File: config.mk
export PLATFORM = sky130hd
export DESIGN_NAME = gpio_port_bank
export DESIGN_NICKNAME = d
export VERILOG_FILES = /design/src/rtl/gpio_port_bank.sv
export SDC_FILE = /design/constraint.sdc
export NUM_CORES = 1
export LEC_CHECK = 0
export CAP_MARGIN = 20
export CORE_ASPECT_RATIO = 1.4
export CORE_MARGIN = 2
export CORE_UTILIZATION = 40
export CTS_CLUSTER_SIZE = 28
export DETAILED_ROUTE_END_ITERATION = 8
export GPL_ROUTABILITY_DRIVEN = 0
export PLACE_DENSITY = 0.64
export SYNTH_ARGS = -nofsm -noshare
export SYNTH_HDL_FRONTEND = slang
export SYNTH_SLANG_ARGS = --single-unit
File: constraint.sdc
create_clock -name SysClock -period 3.1 [get_ports SysClock]
set_input_delay 0.31 -clock SysClock [delete_from_list [all_inputs] [get_ports SysClock]]
set_output_delay 0.31 -clock SysClock [all_outputs]
set_load 0.02 [all_outputs]
File: src/rtl/gpio_port_bank.sv
// gpio_port_bank: MSP430-style digital I/O port bank.
// PxIN/PxOUT/PxDIR/PxIES/PxIE/PxIFG registers on the memory bus.
// The pin inputs pass through a synchroniser, and each pin can raise an edge interrupt.
// Pads are split into in/out/oe so that tristating stays at the chip top.
// Optional feature macro: GPIO_IV_EN.
//   Defined: adds a priority interrupt vector at offset 0x0E. Reading it clears the reported flag.
//   Undefined: offset 0x0E reads 0.
`timescale 1ns/1ps

module gpio_port_bank #(
    parameter int          PORT_WIDTH  = 16,
    parameter int          SYNC_STAGES = 2,
    parameter logic [15:0] BASE_ADDR   = 16'h0200
) (
    input  logic                  SysClock,
    input  logic                  rst,
    input  logic [15:0]           mab,
    input  logic [15:0]           mdb_in,
    output logic [15:0]           mdb_out,
    input  logic                  mr,
    input  logic                  mw,
    input  logic                  bw,
    input  logic [PORT_WIDTH-1:0] pin_in,
    output logic [PORT_WIDTH-1:0] pin_out,
    output logic [PORT_WIDTH-1:0] pin_oe,
    output logic                  irq
);

    // Word offsets (mab[4:1]) of the implemented registers
    localparam logic [3:0] OFF_IN  = 4'h0;  // 0x00
    localparam logic [3:0] OFF_OUT = 4'h1;  // 0x02
    localparam logic [3:0] OFF_DIR = 4'h2;  // 0x04
    localparam logic [3:0] OFF_IV  = 4'h7;  // 0x0E
    localparam logic [3:0] OFF_IES = 4'hC;  // 0x18
    localparam logic [3:0] OFF_IE  = 4'hD;  // 0x1A
    localparam logic [3:0] OFF_IFG = 4'hE;  // 0x1C

    // Architectural registers
    logic [PORT_WIDTH-1:0] r_out;
    logic [PORT_WIDTH-1:0] r_dir;
    logic [PORT_WIDTH-1:0] r_ies;
    logic [PORT_WIDTH-1:0] r_ie;
    logic [PORT_WIDTH-1:0] r_ifg;

    // Input synchroniser: stage 0 samples the pads, and the last stage is PxIN
    logic [SYNC_STAGES-1:0][PORT_WIDTH-1:0] r_sync;
    // Previous-cycle PxIN, used for edge detection
    logic [PORT_WIDTH-1:0] r_hist;
    // Low for the first cycle after reset, so that the history loads without flagging
    logic                  r_armed;

    // Bus decode
    logic                  w_hit;
    logic [3:0]            w_off;
    logic                  w_wr;
    logic                  w_rd;
    logic [PORT_WIDTH-1:0] w_in;

    // Merged write values (byte lanes resolved) per writable register
    logic [15:0]           w_out_m;
    logic [15:0]           w_dir_m;
    logic [15:0]           w_ies_m;
    logic [15:0]           w_ie_m;
    logic [15:0]           w_ifg_m;

    // Interrupt flag logic
    logic [PORT_WIDTH-1:0] w_edge;
    logic [PORT_WIDTH-1:0] w_iv_clr;
    logic [PORT_WIDTH-1:0] w_ifg_next;
    logic [15:0]           w_iv_word;

    // Read path
    logic [15:0]           w_rdata;

    // Byte writes take their data from mdb_in[7:0] and place it in the lane selected by mab[0].
    // Word writes replace all bits.
    function automatic logic [15:0] f_merge(input logic [15:0] old_val,
                                            input logic [15:0] data,
                                            input logic        byte_acc,
                                            input logic        hi_byte);
        logic [15:0] res;
        res = data;
        if (byte_acc) begin
            if (hi_byte) begin
                res = {data[7:0], old_val[7:0]};
            end else begin
                res = {old_val[15:8], data[7:0]};
            end
        end
        return res;
    endfunction

    assign w_hit = (mab[15:5] == BASE_ADDR[15:5]);
    assign w_off = mab[4:1];
    assign w_wr  = mw & w_hit;
    assign w_rd  = mr & w_hit;
    assign w_in  = r_sync[SYNC_STAGES-1];

    assign w_out_m = f_merge(16'(r_out), mdb_in, bw, mab[0]);
    assign w_dir_m = f_merge(16'(r_dir), mdb_in, bw, mab[0]);
    assign w_ies_m = f_merge(16'(r_ies), mdb_in, bw, mab[0]);
    assign w_ie_m  = f_merge(16'(r_ie),  mdb_in, bw, mab[0]);
    assign w_ifg_m = f_merge(16'(r_ifg), mdb_in, bw, mab[0]);

    // Per-pin edge detector: IES=0 selects rising edges and IES=1 selects falling edges
    genvar gi;
    generate
        for (gi = 0; gi < PORT_WIDTH; gi++) begin : g_edge
            assign w_edge[gi] = r_armed & (r_ies[gi] ? (~w_in[gi] &  r_hist[gi])
                                                     : ( w_in[gi] & ~r_hist[gi]));
        end
    endgenerate

`ifdef GPIO_IV_EN
    logic                  w_iv_any;
    logic [3:0]            w_iv_idx;
    logic [PORT_WIDTH-1:0] w_iv_onehot;

    // Find the lowest pending flag. IE does not take part in the priority.
    always_comb begin
        w_iv_any = 1'b0;
        w_iv_idx = 4'd0;
        for (int i = PORT_WIDTH - 1; i >= 0; i--) begin
            if (r_ifg[i]) begin
                w_iv_any = 1'b1;
                w_iv_idx = 4'(i);
            end
        end
    end

    generate
        for (gi = 0; gi < PORT_WIDTH; gi++) begin : g_iv_sel
            assign w_iv_onehot[gi] = (w_iv_idx == 4'(gi));
        end
    endgenerate

    // The vector value is 2*(n+1) for the lowest pending pin n.
    assign w_iv_word = w_iv_any ? {10'd0, 5'(w_iv_idx) + 5'd1, 1'b0} : 16'd0;

    // A pure read of IV acknowledges the reported flag.
    // A read in the same cycle as a write has no side effect.
    assign w_iv_clr  = (w_rd && !mw && (w_off == OFF_IV) && w_iv_any) ? w_iv_onehot
                                                                      : '0;
`else
    assign w_iv_word = 16'd0;
    assign w_iv_clr  = '0;
`endif

    // Next flag value: a software write or an IV acknowledge comes first.
    // A fresh edge then overrides either of them.
    always_comb begin
        w_ifg_next = r_ifg & ~w_iv_clr;
        if (w_wr && (w_off == OFF_IFG)) begin
            w_ifg_next = w_ifg_m[PORT_WIDTH-1:0];
        end
        w_ifg_next = w_ifg_next | w_edge;
    end

    // Synchroniser chain, edge history and arm flag
    always_ff @(posedge SysClock) begin
        if (rst) begin
            r_sync  <= '0;
            r_hist  <= '0;
            r_armed <= 1'b0;
        end else begin
            if (SYNC_STAGES > 1) begin
                r_sync <= {r_sync[SYNC_STAGES-2:0], pin_in};
            end else begin
                r_sync[0] <= pin_in;
            end
            r_hist  <= w_in;
            r_armed <= 1'b1;
        end
    end

    // Software-visible configuration registers. Writes to IN and IV are ignored.
    always_ff @(posedge SysClock) begin
        if (rst) begin
            r_out <= '0;
            r_dir <= '0;
            r_ies <= '0;
            r_ie  <= '0;
        end else if (w_wr) begin
            case (w_off)
                OFF_OUT: r_out <= w_out_m[PORT_WIDTH-1:0];
                OFF_DIR: r_dir <= w_dir_m[PORT_WIDTH-1:0];
                OFF_IES: r_ies <= w_ies_m[PORT_WIDTH-1:0];
                OFF_IE:  r_ie  <= w_ie_m[PORT_WIDTH-1:0];
                default: ;
            endcase
        end
    end

    // Interrupt flag register
    always_ff @(posedge SysClock) begin
        if (rst) begin
            r_ifg <= '0;
        end else begin
            r_ifg <= w_ifg_next;
        end
    end

    // Read mux. Unimplemented offsets and unused high bits read as zero.
    always_comb begin
        w_rdata = 16'd0;
        case (w_off)
            OFF_IN:  w_rdata = 16'(w_in);
            OFF_OUT: w_rdata = 16'(r_out);
            OFF_DIR: w_rdata = 16'(r_dir);
            OFF_IV:  w_rdata = w_iv_word;
            OFF_IES: w_rdata = 16'(r_ies);
            OFF_IE:  w_rdata = 16'(r_ie);
            OFF_IFG: w_rdata = 16'(r_ifg);
            default: w_rdata = 16'd0;
        endcase
    end

    // Drive the bus only during a selected read. A byte read returns its lane in [7:0].
    always_comb begin
        mdb_out = 16'd0;
        if (!rst && w_rd) begin
            if (bw) begin
                mdb_out = mab[0] ? {8'd0, w_rdata[15:8]} : {8'd0, w_rdata[7:0]};
            end else begin
                mdb_out = w_rdata;
            end
        end
    end

    assign pin_out = r_out;
    assign pin_oe  = r_dir;
    assign irq     = |(r_ifg & r_ie);

endmodule
==> impl_metrics.sql <==
INSERT INTO impl_metrics (metric_group, metric, value, unit) VALUES
('global_route', 'global_route.usage.met2', '45.4', '%'),
('setup_path', 'timing.critical_path.fanout_max', '8', ''),
('finish', 'final.fill_count', '1414', ''),
('clocking', 'cts_tree', 'built', ''),
('synthesis', 'post_synthesis_mean_instance_area', '9.15', 'um2'),
('global_route', 'groute.layer.met3.usage', '5.79', '%'),
('timing', 'hold_slack', '0.435', 'ns'),
('synthesis', 'synth_top_flop_cell', 'dfxtp_1', ''),
('timing', 'timing.slew.headroom', '49.0', '%'),
('routing', 'route.detailed.wl_per_inst', '22.9', 'um'),
('setup_path', 'cp_data_required_time', '2.79', 'ns'),
('synthesis', 'synthesis.instances', '666', ''),
('timing', 'drv_slew', '0', ''),
('die', 'fp.dieH', '150', 'um'),
('placed_design', 'placement.io_buffers', '101', ''),
('die', 'die_width', '108', 'um'),
('pwr', 'p_leak', '2.77', 'nW'),
('pwr', 'power.clock.fraction', '51.4', '%'),
('placed_design', 'place.detailed.hpwl', '16800', 'um'),
('clocking', 'cts-root-buf', 'clkbuf_16', ''),
('clocking', 'cts_buffer_depth', '2', ''),
('timing', 'tightestPinTransition', '0.765', 'ns'),
('timing', 'hold_violation_count_in_the_final_report', '0', ''),
('clocking', 'cts.htree.levels', '4', ''),
('timing', 'fin_tns_setup', '0', 'ns'),
('pwr', 'cell_pwr_density', '521', 'nW/um2'),
('timing', 'timing.clock.skew', '0.00557', 'ns'),
('die', 'core.rowCount', '53', ''),
('outcome', 'run_status', 'finished clean', ''),
('finish', 'share_of_cells_above_drive_strength_1', '17.3', '%'),
('routing', 'initialDrtViolationCount', '627', ''),
('finish', 'final_core_utilization', '54.4', '%'),
('global_route', 'grt_max_degree', '79', ''),
('finish', 'layout_common_cells', 'dfxtp_1 (129), clkdlybuf4s50_1 (99), buf_4 (60)', ''),
('finish', 'layout_commonest_cell', 'dfxtp_1', ''),
('timing', 'finalCriticalPeriod', '3.08', 'ns'),
('clocking', 'clk-insertion-delay-late', '0.42', 'ns'),
('die', 'core', '15000', 'um2'),
('global_route', 'grt_use_total', '28.1', '%'),
('routing', 'drt_first_pass_iters', '6', ''),
('global_route', 'globalRoute.totalOverflow', '0', ''),
('setup_path', 'worstSetupStartpointType', 'primary input', ''),
('timing', 'final_clock_period_utilization_by_the_worst_path', '99.4', '%'),
('die', 'ios', '102', ''),
('global_route', 'grt_pass1_wl', '33900', 'um'),
('routing', 'wl', '22600', 'um'),
('pwr', 'share_of_power_burned_in_registers', '40.5', '%'),
('die', 'floorplan.die_area', '16200', 'um2'),
('synthesis', 'seq_area_frac_synth', '42.4', '%'),
('global_route', 'global_route.peak_usage_layer', 'met2', ''),
('timing', 'total_setup_violations_reported_at_the_end_of_the_flow', '0', ''),
('routing', 'dr_total_vias', '6234', ''),
('clocking', 'clock_sinks', '129', ''),
('routing', 'avgViaCountPerCell', '6.30', ''),
('finish', 'net_count_reported_at_finish', '837', ''),
('pwr', 'power.share.combinational', '8.1', '%'),
('synthesis', 'synth-async-reset-ratio', '0', '%'),
('synthesis', 'synth-seq-cells', '129', ''),
('synthesis', 'cell_area_after_technology_mapping', '6090', 'um2'),
('routing', 'drt_drc_violations_left', '0', ''),
('routing', 'antenna_left', '0', ''),
('finish', 'layout-area-overhead-vs-synth', '34.0', '%'),
('hold_path', 'min-delay-path-class', 'primary input to register', ''),
('synthesis', 'synth_edf_count', '0', ''),
('synthesis', 'synth.lib_cells_used.distinct', '66', ''),
('pwr', 'swShare', '24.0', '%'),
('global_route', 'grt_antenna_before_repair', '1', ''),
('global_route', 'globalRouteMet1Util', '33.3', '%'),
('pwr', 'intPower', '3.23', 'mW'),
('synthesis', 'yosysWarnings', '0', ''),
('die', 'initial_utilization', '40.6', '%'),
('clocking', 'cts_made_buffers', '17', ''),
('clocking', 'clkSlewWorstSetupHoldPaths', '0.06', 'ns'),
('pwr', 'irDropWorstVdd', '0.000278', 'V'),
('pwr', 'power.switching', '1.02', 'mW'),
('setup_path', 'endpoint_kind', 'primary output', ''),
('flow_run', 'maxCapViolations', '0', ''),
('timing', 'max_clock_freq', '324', 'MHz'),
('setup_path', 'critical_path_arrival', '2.77', 'ns'),
('setup_path', 'critical_path_start_end_classification', 'primary input to primary output', ''),
('global_route', 'via_count_of_the_first_global_routing_pass', '5936', ''),
('synthesis', 'syn_nets', '719', '');
==> final cells by class <==
cell class / instances / area [um2] / area share (%)
Multi-Input combinational cell: 474 / 3230 / 39.6
Inverter: 2 / 7.51 / 0.0920
Sequential cell: 129 / 2580 / 31.6
Clock inverter: 13 / 199 / 2.44
Timing Repair Buffer: 160 / 1450 / 17.8
Antenna cell: 1 / 2.50 / 0.0307
Tap cell: 192 / 240 / 2.94
Clock buffer: 19 / 443 / 5.43
==> cells in the mapped netlist (3+ instances only) <==
master	count	share of area, %
o221a_2	3	0.55
nand2_1	11	0.68
nand3_1	35	2.9
a21oi_1	59	4.8
and3_1	6	0.62
or3b_2	8	1.2
buf_2	20	1.6
nand4_1	3	0.31
buf_6	6	1.1
nand2b_1	10	1.0
mux2i_1	4	0.66
nand3b_1	18	2.2
a32oi_1	17	2.4
a22o_1	18	2.6
a221o_1	9	1.5
clkbuf_1	28	1.7
a211oi_1	26	3.2
a22oi_1	24	3.0
mux2_2	6	1.1
buf_4	5	0.62
a31oi_1	24	2.5
a221oi_1	12	1.7
or3_1	9	0.92
nor2_1	10	0.62
o21ai_0	58	4.8
dfxtp_1	129	42
nor2b_1	56	5.8
o211a_1	3	0.49
==> power groups by stage <==
stage / Sequential [mW] / Clock (mW) / Combinational, mW
2_1_floorplan: 1.74 / 0 / 0.164
3_3_place_gp: 1.75 / 0 / 0.328
3_5_place_dp: 1.76 / 0 / 0.331
4_1_cts: 1.72 / 2.20 / 0.334
5_1_grt: 1.72 / 2.29 / 0.363
6_report: 1.72 / 2.18 / 0.346
==> layer usage <==
layer,wire [um],up-vias
met5,0,-
li1,-,2795
met4,1500,0
met3,2130,97
met2,10700,422
met1,8280,2920
==> worst max-delay path, cell delays in order <==
cell             delay, ns
clkdlybuf4s50_1       0.48
buf_4                 0.20
and4b_4               0.41
nand2_1               0.08
o211a_1               0.18
a221oi_1              0.42
clkdlybuf4s50_1       0.69
==> path summary, 6_finish.rpt <==
check	from	endpoint	slack, ns	cells past startpoint
worst max-delay path	mab[1]	mdb_out[4]	0.02	7
worst min-delay path	pin_in[7]	r_sync[7]	0.43	2
worst max register to register	w_in[15]	r_ifg[15]	1.78	3
worst min register to register	r_sync[10]	w_in[10]	0.43	1
==> stage by stage <==
step	worst slack, ns	instance area, um2	std cells	total power, mW
2_1_floorplan	0.905	6090	666	1.90
3_3_place_gp	-0.0632	7460	956	2.08
3_5_place_dp	-0.0894	7460	956	2.09
4_1_cts	0.0247	8120	988	4.25
5_1_grt	-0.00452	8160	990	4.37
6_report	0.0175	8160	990	4.25
==> registers in the layout, indices dropped and copies added (netlist names) <==
signal,flops
pin_oe,16
r_sync,16
pin_out,16
r_ifg,16
r_ies,16
w_in,16
r_armed,1
r_ie,16
r_hist,16
==> logic make-up (layout without fill, tap and decap cells) <==
| kind of cell | count (synthesis) | count (layout) | share of synthesized area (%) |
|---|---|---|---|
| other | 0 | 1 | 0 |
| AOI/OAI and AO/OA | 268 | 268 | 29.7 |
| and+or+nand+nor | 196 | 196 | 20.7 |
| muxes | 10 | 10 | 1.77 |
| buffers and inverters | 63 | 194 | 5.36 |
| DFF | 129 | 129 | 42.4 |
==> repair_timing <==
| item | 4_1_cts | 5_1_grt |
|---|---|---|
| hold buffers | 0 | 0 |
| pin swaps | 0 | 1 |
| endpoints found under the setup margin | 3 | 13 |
| endpoints found under the hold margin | 0 | 0 |
| setup buffers | 0 | 1 |
| resized for setup | 5 | 7 |
No activity file was read; power rests on OpenSTA's default activity.
